## src/rtl/cmd_decoder.sv

```systemverilog
// Byte-serial command decoder: pulls bytes from the shared register and issues
// 16-bit word writes (single or burst fill) into the line buffer.
module cmd_decoder #(
   parameter int unsigned LINE_WORDS = 50
) (
   input  logic        clk,
   input  logic        nrst,
   input  logic        has_data,
   input  logic [7:0]  rd_data,
   output logic        rd,
   output logic        lb_wr,
   output logic [7:0]  lb_wr_addr,
   output logic [15:0] lb_wr_data,
   output logic        busy,
   output logic        err
);

   typedef enum logic [2:0] {
      ST_OPC, ST_ADDR, ST_WHI, ST_WLO, ST_FCNT, ST_FHI, ST_FLO, ST_FILL
   } state_e;

   localparam logic [7:0] OP_NOP     = 8'h00;
   localparam logic [7:0] OP_SETADDR = 8'h01;
   localparam logic [7:0] OP_WRITE   = 8'h02;
   localparam logic [7:0] OP_FILL    = 8'h03;
   localparam logic [7:0] LAST_ADDR  = 8'(LINE_WORDS - 1);
   localparam logic [8:0] LINE_W9    = 9'(LINE_WORDS);

   state_e      state_q, state_d;
   logic [7:0]  addr_q, addr_d;
   logic [7:0]  hi_q, hi_d;
   logic [7:0]  cnt_q, cnt_d;
   logic [15:0] data_q, data_d;
   logic        rd_q, rd_d;
   logic        wr_q, wr_d;
   logic        busy_q, busy_d;
   logic        err_q, err_d;
   logic        accept;

   // A byte is taken only when the previous acknowledge has retired and no burst is running.
   assign accept = has_data && !rd_q && (state_q != ST_FILL);

   // NOTE: every signal written here gets a default first, so no path can infer a latch.
   always_comb begin
      state_d = state_q;
      addr_d  = addr_q;
      hi_d    = hi_q;
      cnt_d   = cnt_q;
      data_d  = data_q;
      rd_d    = 1'b0;
      wr_d    = 1'b0;
      busy_d  = 1'b0;
      err_d   = 1'b0;

      if (wr_q) begin
         addr_d = (addr_q >= LAST_ADDR) ? 8'h00 : addr_q + 8'h01;
      end

      if (state_q == ST_FILL) begin
         cnt_d = cnt_q - 8'h01;
         if (cnt_q == 8'h01) begin
            state_d = ST_OPC;
         end else begin
            wr_d   = 1'b1;
            busy_d = 1'b1;
         end
      end else if (accept) begin
         rd_d = 1'b1;
         case (state_q)
            ST_OPC: begin
               case (rd_data)
                  OP_NOP:     state_d = ST_OPC;
                  OP_SETADDR: state_d = ST_ADDR;
                  OP_WRITE:   state_d = ST_WHI;
                  OP_FILL:    state_d = ST_FCNT;
                  default:    err_d   = 1'b1;
               endcase
            end
            ST_ADDR: begin
               state_d = ST_OPC;
               if ({1'b0, rd_data} >= LINE_W9) begin
                  addr_d = 8'h00;
                  err_d  = 1'b1;
               end else begin
                  addr_d = rd_data;
               end
            end
            ST_WHI: begin
               hi_d    = rd_data;
               state_d = ST_WLO;
            end
            ST_WLO: begin
               data_d  = {hi_q, rd_data};
               wr_d    = 1'b1;
               state_d = ST_OPC;
            end
            ST_FCNT: begin
               cnt_d   = rd_data;
               state_d = ST_FHI;
            end
            ST_FHI: begin
               hi_d    = rd_data;
               state_d = ST_FLO;
            end
            ST_FLO: begin
               // A zero-length fill consumes its operands and writes nothing.
               if (cnt_q == 8'h00) begin
                  state_d = ST_OPC;
               end else begin
                  data_d  = {hi_q, rd_data};
                  wr_d    = 1'b1;
                  busy_d  = 1'b1;
                  state_d = ST_FILL;
               end
            end
            default: state_d = ST_OPC;
         endcase
      end
   end

   // NOTE: reset is synchronous and active-high on nrst; state uses non-blocking assignments only.
   always_ff @(posedge clk) begin
      if (nrst) begin
         state_q <= ST_OPC;
         addr_q  <= 8'h00;
         hi_q    <= 8'h00;
         cnt_q   <= 8'h00;
         data_q  <= 16'h0000;
         rd_q    <= 1'b0;
         wr_q    <= 1'b0;
         busy_q  <= 1'b0;
         err_q   <= 1'b0;
      end else begin
         state_q <= state_d;
         addr_q  <= addr_d;
         hi_q    <= hi_d;
         cnt_q   <= cnt_d;
         data_q  <= data_d;
         rd_q    <= rd_d;
         wr_q    <= wr_d;
         busy_q  <= busy_d;
         err_q   <= err_d;
      end
   end

   assign rd         = rd_q;
   assign lb_wr      = wr_q;
   assign lb_wr_addr = addr_q;
   assign lb_wr_data = data_q;
   assign busy       = busy_q;
   assign err        = err_q;

endmodule

```

## config.mk

```make
export PLATFORM = sky130hd
export DESIGN_NAME = cmd_decoder
export DESIGN_NICKNAME = d
export VERILOG_FILES = /design/src/rtl/cmd_decoder.sv
export SDC_FILE = /design/constraint.sdc
export NUM_CORES = 1
export LEC_CHECK = 0
export ABC_AREA = 1
export CORE_MARGIN = 2
export CORE_UTILIZATION = 27
export CTS_CLUSTER_DIAMETER = 30
export DETAILED_ROUTE_END_ITERATION = 7
export MAX_ROUTING_LAYER = met4
export PLACE_DENSITY = 0.47
export SLEW_MARGIN = 10
export SYNTH_ARGS = -nofsm -noshare
export SYNTH_HDL_FRONTEND = slang
export SYNTH_SLANG_ARGS = --single-unit
```

## constraint.sdc

```tcl
create_clock -name clk -period 3.22 [get_ports clk]
set_input_delay 0.483 -clock clk [delete_from_list [all_inputs] [get_ports clk]]
set_output_delay 0.483 -clock clk [all_outputs]
set_load 0.01 [all_outputs]
```

Word level (Yosys, flattened, before mapping) --
Cells that the tools add are included.
Operators by class: bitwise gates (word level) 2, add/subtract/negate cells 2, eq/ne operators 15, order comparisons 2, multiplexer cells 29, reduce and logical (&&, ||, !) cells 17
Operators by type and width (count):
- 8-bit 2-to-1 mux | 9
- 16-bit case mux with 2 select lines | 1
- 8-bit by 1-bit equality test with 1-bit output, second input constant | 2
- 8-bit by 2-bit equality test with 1-bit output, second input constant | 2
- 8-bit by 6-bit greater-or-equal comparator with 1-bit output, second input constant | 2
- 8-bit logical NOT | 2
- 16-bit 2-to-1 mux | 1
- 3-bit case mux with 5 select lines | 1
- 3-bit equality test, second input constant | 4
- 3-bit 2-to-1 mux | 4
- 3-bit case mux with 4 select lines | 1
- 1-bit 2-to-1 mux | 10
- 8-bit by 1-bit adder with 8-bit output, second input constant | 1
- 8-bit by 1-bit subtractor with 8-bit output, second input constant | 1
- 3-bit by 2-bit equality test with 1-bit output, second input constant | 2
- 6-bit by 2-bit != test with 1-bit output, second input constant | 1
- 3-bit AND reduction | 2
- 2-bit nonzero test | 3
- 1-bit case mux with 2 select lines | 2
- 4-bit AND reduction | 1
- 2-bit OR reduction | 2
- 4-bit OR reduction | 1
- 3-bit by 1-bit equality test with 1-bit output, second input constant | 1
- 3-bit logical NOT | 1
- other kinds (8) | 10
Storage, ports and cells: output and inout port bits 28, bits of input ports 11, logic and storage cells 76, flip-flop bits (word level) 47

Logic depth before layout (Yosys ltp) --
word-level depth 6, depth in mapped cells 10, mapped depth without buffers 9

Least setup slack after synthesis --
Ideal clock, no wire load.
kind flip-flop to flip-flop, start register cnt_q[0], end register data_q[0], in the netlist lb_wr_data[0], cell stages (with the launch flop) 11, setup time 0.112 ns, arrival time 1.386 ns, data required time 3.108 ns, slack 1.722 ns, path through dfxtp_1 -> inv_1 -> ha_1 -> nand3_1 -> o21ai_2 -> nand2_4 -> nand2_4 -> inv_4 -> buf_6 -> nor2_1 -> nor2_1
On the way: longest elaborated chain between the ends 3
RTL lines:
- start, declared | line 32 | logic [7:0] cnt_q, cnt_d;
- start signal, assigned | line 137 | cnt_q <= cnt_d;
- 8-bit logical NOT | line 107 | if (cnt_q == 8'h00) begin
- 2-bit != test (no line)
- 4-bit AND reduction (no line)
- end signal, assigned | line 138 | data_q <= data_d;
- end, declared | line 33 | logic [15:0] data_q, data_d;
No other way between the ends. A chain may end at the register's enable or synchronous reset.

Worst setup path in the final report --
start input has_data, end register hi_q[3]
On the way: longest elaborated chain between the ends 3
RTL lines:
- start, declared | line 8 | input logic has_data,
- 1-bit logical AND (2 in a row) | line 41 | assign accept = has_data && !rd_q && (state_q != ST_FILL);
- 3-bit AND reduction (no line)
- end signal, assigned | line 136 | hi_q <= hi_d;
- end, declared | line 31 | logic [7:0] hi_q, hi_d;
No other way between the ends.

==> flow_summary.toml <==
[outcome]
outcome = "finished, final reports clean"

[final_layout]
fillers = 962
drive_above_1_share = 0.0663
final_nets = 392
instances_no_fill = 485
diodes = 0
area_growth_pct = 23.8

[setup_path]
cpMaxStageDelayCell = "clkdlybuf4s50_1"
arrival_ps = 2140
critPathKind = "input port to register"
critical_path.max_fanout = 20
crit_chain = "clkdlybuf4s50_1 -> inv_1 -> nor2_1 -> nand2_2 -> inv_2 -> nand2_4 -> o21ai_0 -> a21oi_1"
endpoint_kind = "register"
crit_required_ps = 3410
worst_setup_path_start_kind = "input port"
cpPeakStageDelay_ps = 460

[power_and_ir_drop]
total_leakage_power_nw = 1.15
ir_worst_vdd_v = 0.000229
p_per_area_mw_per_mm2 = 371

[timing]
finalCritPeriodShare = 0.606
setup_violations = 0
tns_ps = 0
period_needed_ps = 1950
tightest_slew_ps = 490
finalMaxSlewViolations = 0
fmax_mhz = 513
rsz0062_at_grt = "no"
hold_viol_final = 0
clock_skew_ps = 10.1
slew_headroom = 0.673

[die]
initial_core_util = 0.275
ios = 39
fp.dieH_um = 97.6
rows = 34
core-area_sq_mm = 0.00859
die_w_um = 97.6
die-area_sq_mm = 0.00953

[placement]
placed_cells = 477
gp_congestion = 0.822
port_buffers = 38
hpwl_um = 4470

[global_routing]
grt-ovfl-total = 0
antenna_found_initial = 0
grt_pass1_vias = 2057
grt_pass1_wl_um = 10000
grt_max_degree = 21
track_usage = 0.133

[cts]
clockBufferDepth = 2
post-cts-setup-buffers = 0
cts_sinks = 47
cts_tree = "done"
htreeDepth = 2
cts.clk_slew.worst_paths_ps = 100
cts-root-buf = "clkbuf_8"
post_cts_resize_count = 0
numCtsBuffers = 5
cts_hold_buf = 0
clk_latency_ps = 300

[route]
drt_wl_total_um = 6170
drc = 0
firstDrtPassIters = 4
drt_iter0_drc = 62
ant_nets = 0
vias = 2208
wl_per_cell_um = 12.7
avgViaCountPerCell = 4.55

[logic_synthesis]
ys_seq_area_frac = 0.397
netlist_area_sq_mm = 0.00237
yosys_warnings = 0
syn_inst = 340
ys_ff_latch = 47
synth_cell_types = 37
postSynthAreaPerCell_sq_um = 6.96
syn_nets = 356

[flow_run]
cap_violations = 0

[hold_path]
hold_path_class = "register to register"
[area by class of cell]
cell class | instances | area (sq um) | share of cell area
multi-input cells | 239 | 1180 | 0.403
flip-flops and latches | 47 | 941 | 0.321
repair buffers | 40 | 395 | 0.135
inverters | 43 | 164 | 0.0559
well taps | 108 | 135 | 0.0461
clock buffers | 5 | 68.8 | 0.0235
clock inverters | 3 | 43.8 | 0.0149
[flip-flops by register name, summed over array words and instances (netlist names)]
signal and count:
lb_wr_data 16, cnt_q 8, hi_q 8, lb_wr_addr 8, state_q 3, busy 1
err 1, lb_wr 1, rd 1
[final timing paths]
kind | end | cells past startpoint | from | slack (ps)
worst max-delay path | hi_q[3]$_SDFFE_PP0P_ | 8 | has_data | 1270
worst min-delay path | hi_q[5]$_SDFFE_PP0P_ | 2 | hi_q[5]$_SDFFE_PP0P_ | 460
worst max register to register | lb_wr_data[8]$_SDFFE_PP0P_ | 9 | cnt_q[0]$_SDFFE_PP0P_ | 1500
worst min register to register | hi_q[5]$_SDFFE_PP0P_ | 2 | hi_q[5]$_SDFFE_PP0P_ | 460
[cells by family (layout without fill, tap and decap cells)]
logic type	after synthesis	count (layout)	synth area share
buffers and inverters	54	91	0.103
adders and majority gates	5	5	0.0264
and+or+nand+nor	179	179	0.335
xor gates and xnor gates	4	4	0.0148
AOI/OAI and AO/OA	51	51	0.124
DFF	47	47	0.397
[metal layers]
| layer | global-route usage | vias up | part of all wire |
|---|---|---|---|
| met1 | 0.192 | 1006 | 0.55 |
| li1 | - | 1163 | - |
| met4 | 0.0385 | 0 | 0.012 |
| met2 | 0.192 | 35 | 0.42 |
| met3 | 0.0216 | 4 | 0.023 |
| met5 | - | - | 0 |
[per-stage QoR]
step           hold WS [ps]  utilization  setup slack (ps)  power [mW]  cell area [sq um]
3_5_place_dp            447        0.328               945       0.663               2820
6_report                461        0.341              1270        1.09               2930
5_1_grt                 472        0.341              1160        1.13               2930
3_3_place_gp            439        0.328              1030       0.664               2820
4_1_cts                 460        0.341              1270        1.11               2930
2_1_floorplan           430            -              1720       0.634               2370
[cell usage in the layout, fill, tap and decap left out, types with 2 or more instances in the layout]
master,netlist,layout
nor3_1,2,2
inv_1,39,39
nand2_1,65,65
nand4_1,4,4
nor2_1,56,56
nand3b_1,3,3
a21oi_1,17,17
nand3_1,39,39
o22ai_1,3,3
buf_4,1,2
a31oi_1,3,3
xnor2_1,2,2
a211oi_1,3,3
o21ai_2,2,2
nand2_2,2,2
clkbuf_8,0,5
clkdlybuf4s50_1,0,38
dfxtp_1,47,47
inv_2,2,2
xor2_1,2,2
nand2_4,3,3
ha_1,5,5
o21ai_0,17,17
[cells in the mapped netlist]
cell,number,share of area
nand2_1,65,0.10
nor2_1,56,0.089
dfxtp_1,47,0.40
inv_1,39,0.062
nand3_1,39,0.082
a21oi_1,17,0.036
o21ai_0,17,0.036
ha_1,5,0.026
buf_2,4,0.0085
buf_6,4,0.019
nand4_1,4,0.011
a211oi_1,3,0.0095
a31oi_1,3,0.0079
nand2_4,3,0.014
nand3b_1,3,0.0095
o22ai_1,3,0.0079
clkbuf_1,2,0.0032
inv_2,2,0.0032
nand2_2,2,0.0053
nor3_1,2,0.0042
o21ai_2,2,0.0074
xnor2_1,2,0.0074
xor2_1,2,0.0074
a21boi_0,1,0.0032
a21oi_2,1,0.0037
and2_1,1,0.0026
buf_4,1,0.0032
clkinv_1,1,0.0016
inv_4,1,0.0026
nand3_2,1,0.0042
nor2_2,1,0.0026
nor3_2,1,0.0042
o211ai_1,1,0.0032
o21a_1,1,0.0032
o21ai_1,1,0.0021
o221ai_1,1,0.0037
or2_2,1,0.0026
[report_power, final]
part	leakage [nW]	internal, mW	switching (mW)	total (mW)
logic	0.716	0.0235	0.0432	0.0667
registers	0.379	0.582	0.000526	0.583
clock network	0.0581	0.231	0.207	0.439
total	1.15	0.837	0.251	1.09
[critical path, delay by kind of cell]
kind	cells	cell delay, ps
AO/OA/AOI/OAI	2	240
buffers and inverters	3	830
AND/OR/NAND/NOR	3	570
(Power assumes the default switching activity.)
==> variant 1, RTL diff (config.mk and constraints unchanged) <==
Add an input register stage for `has_data` and `rd_data`, with the module's reset; this delays them by one clock.
--- a/src/rtl/cmd_decoder.sv
+++ b/src/rtl/cmd_decoder.sv
@@ -28,2 +28,15 @@
 
+   logic has_data_q;
+   logic [7:0] rd_data_q;
+
+   always_ff @(posedge clk) begin
+      if (nrst) begin
+         has_data_q <= '0;
+         rd_data_q  <= '0;
+      end else begin
+         has_data_q <= has_data;
+         rd_data_q  <= rd_data;
+      end
+   end
+
    state_e      state_q, state_d;
@@ -40,3 +53,3 @@
    // A byte is taken only when the previous acknowledge has retired and no burst is running.
-   assign accept = has_data && !rd_q && (state_q != ST_FILL);
+   assign accept = has_data_q && !rd_q && (state_q != ST_FILL);
 
@@ -70,3 +83,3 @@
             ST_OPC: begin
-               case (rd_data)
+               case (rd_data_q)
                   OP_NOP:     state_d = ST_OPC;
@@ -80,3 +93,3 @@
                state_d = ST_OPC;
-               if ({1'b0, rd_data} >= LINE_W9) begin
+               if ({1'b0, rd_data_q} >= LINE_W9) begin
                   addr_d = 8'h00;
@@ -84,3 +97,3 @@
                end else begin
-                  addr_d = rd_data;
+                  addr_d = rd_data_q;
                end
@@ -88,3 +101,3 @@
             ST_WHI: begin
-               hi_d    = rd_data;
+               hi_d    = rd_data_q;
                state_d = ST_WLO;
@@ -92,3 +105,3 @@
             ST_WLO: begin
-               data_d  = {hi_q, rd_data};
+               data_d  = {hi_q, rd_data_q};
                wr_d    = 1'b1;
@@ -97,3 +110,3 @@
             ST_FCNT: begin
-               cnt_d   = rd_data;
+               cnt_d   = rd_data_q;
                state_d = ST_FHI;
@@ -101,3 +114,3 @@
             ST_FHI: begin
-               hi_d    = rd_data;
+               hi_d    = rd_data_q;
                state_d = ST_FLO;
@@ -109,3 +122,3 @@
                end else begin
-                  data_d  = {hi_q, rd_data};
+                  data_d  = {hi_q, rd_data_q};
                   wr_d    = 1'b1;
Behaviour: not the same (Yosys sat finds a counterexample within 4 cycles, from zero or initial values and one cycle with nrst high).
==> variant 1 against the original RTL <==
- worst setup slack improved by 0.041 ns
- total power grew 8.4%
- critical path type is now flop to primary output
- wire length grew 5.9%
- area after synthesis grew 12%
- sequential cell count up 9
- final area rose by 11%
- critical endpoint is now lb_wr
- fmax grew 2.2%
- sequential power rose by 22%
==> variant 1: results (changes against the original RTL) <==
<table>
<tr><th>Metric</th><th>Value</th></tr>
<tr><th colspan="2">Run status</th></tr>
<tr><td>Run status</td><td>completed</td></tr>
<tr><th colspan="2">Timing</th></tr>
<tr><td>Worst setup skew after layout</td><td>0.00873 ns (-0.00138 ns)</td></tr>
<tr><td>Slew at the pin closest to its max-slew limit</td><td>0.604 ns (+0.114 ns)</td></tr>
<tr><th colspan="2">Detailed routing</th></tr>
<tr><td>Detailed-router iteration count before antenna repair</td><td>5 (+1)</td></tr>
<tr><td>WL per Instance</td><td>12.1 microns (-4.9%)</td></tr>
<tr><th colspan="2">GRT</th></tr>
<tr><td>Maximum number of pins on one net before global-route repair</td><td>24 (+14%)</td></tr>
<tr><td>Via count of the first global-routing pass</td><td>2175 (+5.7%)</td></tr>
<tr><td>Met2 layer usage reported by global route</td><td>20.1% (+0.98 points)</td></tr>
<tr><td>Met1 routing resource usage after global routing</td><td>18.8% (-0.39 points)</td></tr>
<tr><td>GRT Total Usage</td><td>13.4% (+0.055 points)</td></tr>
<tr><th colspan="2">Worst setup path</th></tr>
<tr><td>R2R Path End</td><td>hi_q[7]</td></tr>
<tr><td>Largest stage delay on the critical path</td><td>0.60 ns (+0.14 ns)</td></tr>
<tr><td>Crit path max fanout</td><td>7 (-65%)</td></tr>
<tr><td>Worst r2r src</td><td>state_q[2]</td></tr>
<tr><td>Number of cells traversed by the worst register-to-register path</td><td>6 (-3)</td></tr>
<tr><td>Arrival time of the worst setup path</td><td>1.43 ns (-0.71 ns)</td></tr>
<tr><th colspan="2">Placed design</th></tr>
<tr><td>Global placement routability congestion</td><td>0.846 (+2.9%)</td></tr>
<tr><th colspan="2">Synthesis</th></tr>
<tr><td>Post-Syn Nets</td><td>385 (+8.1%)</td></tr>
<tr><td>Synth top cells by count</td><td>sky130_fd_sc_hd__nand2_1 (67), sky130_fd_sc_hd__dfxtp_1 (56), sky130_fd_sc_hd__inv_1 (49)</td></tr>
<tr><td>Distinct cells, synth</td><td>33 (-11%)</td></tr>
<tr><td>Portion of the post-synthesis area used by sequential elements</td><td>42.3% (+2.6 points)</td></tr>
<tr><th colspan="2">Clock tree</th></tr>
<tr><td>Latest clock arrival within the worst-skew pair</td><td>0.32 ns (+0.02 ns)</td></tr>
<tr><th colspan="2">Pwr</th></tr>
<tr><td>Leakage dissipation</td><td>1.28 nW (+11%)</td></tr>
<tr><td>Peak VDD IR</td><td>0.000159 V (-31%)</td></tr>
<tr><th colspan="2">Cells and area</th></tr>
<tr><td>Layout net count</td><td>422 (+7.7%)</td></tr>
<tr><td>Share of final-layout standard cells stronger than drive strength 1</td><td>10.8% (+4.2 points)</td></tr>
<tr><th colspan="2">Worst hold path</th></tr>
<tr><td>Worst Hold End</td><td>hi_q[0]</td></tr>
</table>
[variant 1: cell types whose count changed in the layout (fill, tap and decap cells not counted), sizes merged, moves of 2 or more]
| cell | before | now |
|---|---|---|
| dfxtp | 47 | 56 |
| a31oi | 3 | 1 |
| a21oi | 18 | 24 |
| o22ai | 3 | 1 |
| nor2 | 57 | 70 |
| o21ai | 20 | 26 |
| nand3 | 40 | 38 |
| inv | 42 | 52 |
| nand4 | 4 | 2 |
[variant 1: cell families after synthesis]
group / share of synthesized area [%]
buffers and inverters: 9.55
and+or+nand+nor: 32.5
AOI/OAI and AO/OA: 11.9
adders and majority gates: 2.36
DFF: 42.3
xor gates and xnor gates: 1.32
[variant 1: how the worst max path moves through the flow]
stage / from / endpoint / slack, ns / depth (start not counted)
floorplan: cnt_q[0] / lb_wr_data[5] / 1.76 / 9
global placement: state_q[2] / hi_q[2] / 1.36 / 6
detailed placement: nrst / hi_q[1] / 1.35 / 5
CTS: lb_wr / lb_wr / 1.30 / 1
global route: state_q[0] / hi_q[6] / 1.10 / 6
finish: lb_wr / lb_wr / 1.31 / 1
[variant 1: final cells by class]
cell class | count | area [sq um]
Clock buffer | 5 | 68.8
Clock inverter | 3 | 22.5
Fill cell | 1106 | 6400
Inverter | 51 | 191
Multi-Input combinational cell | 252 | 1270
Sequential cell | 56 | 1120
Tap cell | 133 | 166
Timing Repair Buffer | 40 | 395
[variant 1: power by group]
| part | switching (mW) | internal (mW) |
|---|---|---|
| registers | 0.0117 | 0.699 |
| clock network | 0.244 | 0.157 |
| logic | 0.0417 | 0.0259 |
| total | 0.298 | 0.882 |
[variant 1: tightest hold or removal path, cell delays in order (launching register included)]
cell	delay [ns]
sky130_fd_sc_hd__dfxtp_1	0.31
sky130_fd_sc_hd__inv_1	0.06
sky130_fd_sc_hd__a21oi_1	0.05
[variant 1: stage by stage]
step	instance area [sq um]	total power, mW	setup WS (ns)	utilization (%)	std cells
after floorplan	2650	0.761	1.76	-	369
after global placement	3150	0.795	1.36	32.7	532
after detailed placement	3150	0.795	1.35	32.7	532
after CTS	3240	1.20	1.30	33.6	540
after global routing	3240	1.23	1.10	33.6	540
final	3240	1.18	1.31	33.6	540
[variant 1: routing by layer]
layer | wire length, microns | vias to the layer above
met2 | 2750 | 50
li1 | - | 1236
met4 | 95 | 0
met5 | 0 | -
met3 | 334 | 11
met1 | 3360 | 1054
==> variant 2, RTL diff (config.mk and constraints unchanged) <==
Made on the original files. Set the parameter `LINE_WORDS` to 32 (it was 50).
--- a/src/rtl/cmd_decoder.sv
+++ b/src/rtl/cmd_decoder.sv
@@ -3,3 +3,3 @@
 module cmd_decoder #(
-   parameter int unsigned LINE_WORDS = 50
+   parameter int unsigned LINE_WORDS = 32
 ) (
Behaviour: not the same (a bounded check fails within 4 cycles, from zero or initial values and one cycle with nrst high).
==> variant 2 against the original RTL <==
- critical endpoint is now lb_wr
- worst setup slack worse by 0.0082 ns
- first-iteration DRC count up 77%
- fmax down 0.42%
- final area about the same
- critical path type is now flop to primary output
- total power up 1.5%
- sequential cell count unchanged
- wire length down 2.7%
- core utilization about the same
- area after synthesis down 0.37%
==> variant 2: results (changes against the original RTL) <==
<table>
<tr><th>Metric</th><th>Value</th></tr>
<tr><th colspan="2">GRT</th></tr>
<tr><td>GRT Total Usage</td><td>13.3% (about the same)</td></tr>
<tr><td>Met3 track utilization from global routing</td><td>2.30% (+0.14 points)</td></tr>
<tr><td>Met2 layer usage reported by global route</td><td>21.1% (+1.9 points)</td></tr>
<tr><td>Met1 routing resource usage after global routing</td><td>17.7% (-1.5 points)</td></tr>
<tr><td>Wire length of the first global-routing pass</td><td>10.2 mm (+1.2%)</td></tr>
<tr><th colspan="2">Synthesis</th></tr>
<tr><td>Portion of the post-synthesis area used by sequential elements</td><td>39.9% (+0.15 points)</td></tr>
<tr><td>Synth top area cells</td><td>sky130_fd_sc_hd__dfxtp_1 (40%), sky130_fd_sc_hd__nand2_1 (11%), sky130_fd_sc_hd__nor2_1 (11%)</td></tr>
<tr><td>Distinct cells, synth</td><td>34 (-8.1%)</td></tr>
<tr><td>Post-Syn Nets</td><td>358 (+0.56%)</td></tr>
<tr><td>Synth top cells by count</td><td>sky130_fd_sc_hd__nand2_1 (72), sky130_fd_sc_hd__nor2_1 (66), sky130_fd_sc_hd__dfxtp_1 (47)</td></tr>
<tr><th colspan="2">Timing</th></tr>
<tr><td>Slew at the pin closest to its max-slew limit</td><td>0.712 ns (+0.222 ns)</td></tr>
<tr><td>Worst setup skew after layout</td><td>0.0124 ns (+0.00227 ns)</td></tr>
<tr><th colspan="2">Worst setup path</th></tr>
<tr><td>R2R Path End</td><td>lb_wr_data[12]</td></tr>
<tr><td>Crit path max fanout</td><td>11 (-45%)</td></tr>
<tr><td>Arrival time of the worst setup path</td><td>1.48 ns (-0.66 ns)</td></tr>
<tr><td>Worst Setup EP</td><td>lb_wr</td></tr>
<tr><td>Largest stage delay on the critical path</td><td>0.61 ns (+0.15 ns)</td></tr>
<tr><td>Critical path launch point</td><td>lb_wr</td></tr>
<tr><th colspan="2">Detailed routing</th></tr>
<tr><td>DRT met1 WL</td><td>3.07 mm (-9.1%)</td></tr>
<tr><td>Met3 wire length</td><td>190 microns (+31%)</td></tr>
<tr><th colspan="2">Cells and area</th></tr>
<tr><td>Layout net count</td><td>394 (+0.51%)</td></tr>
<tr><td>Final cell count without fillers</td><td>489 (+0.82%)</td></tr>
<tr><th colspan="2">Placed design</th></tr>
<tr><td>Worst slack at placement</td><td>0.963 ns (+0.0176 ns)</td></tr>
<tr><td>Cell area reported after detailed placement</td><td>2810 sq um (-0.13%)</td></tr>
<tr><td>Global placement routability congestion</td><td>0.846 (+2.9%)</td></tr>
<tr><th colspan="2">Pwr</th></tr>
<tr><td>Power share of the sequential group</td><td>52.7% (-0.9 points)</td></tr>
<tr><td>Leakage dissipation</td><td>1.15 nW (-0.61%)</td></tr>
<tr><th colspan="2">Run status</th></tr>
<tr><td>Run status</td><td>completed</td></tr>
</table>
-- variant 2: changes by cell type after synthesis, sizes merged, moves of 3 or more --
cell	delta
clkbuf	+3
o21ai	-4
a21oi	+3
inv	+3
nor2	+10
nand3	-7
buf	-3
nand2	+8
-- variant 2: kinds of logic after synthesis --
logic type	Yosys count	synth area share [%]
AND/OR/NAND/NOR	186	34.5
buffers and inverters	56	10.5
AO/OA/AOI/OAI	50	12.8
flip-flops	47	39.9
adder cells (fa/ha/maj)	3	1.59
XOR/XNOR	2	0.743
-- variant 2: area by class of cell --
cell class | count | area, sq um | area share [%]
Inverter | 45 | 171 | 5.85
Sequential cell | 47 | 941 | 32.1
Tap cell | 108 | 135 | 4.61
Timing Repair Buffer | 40 | 395 | 13.5
Clock buffer | 5 | 68.8 | 2.35
Multi-Input combinational cell | 241 | 1170 | 40.0
Clock inverter | 3 | 46.3 | 1.58
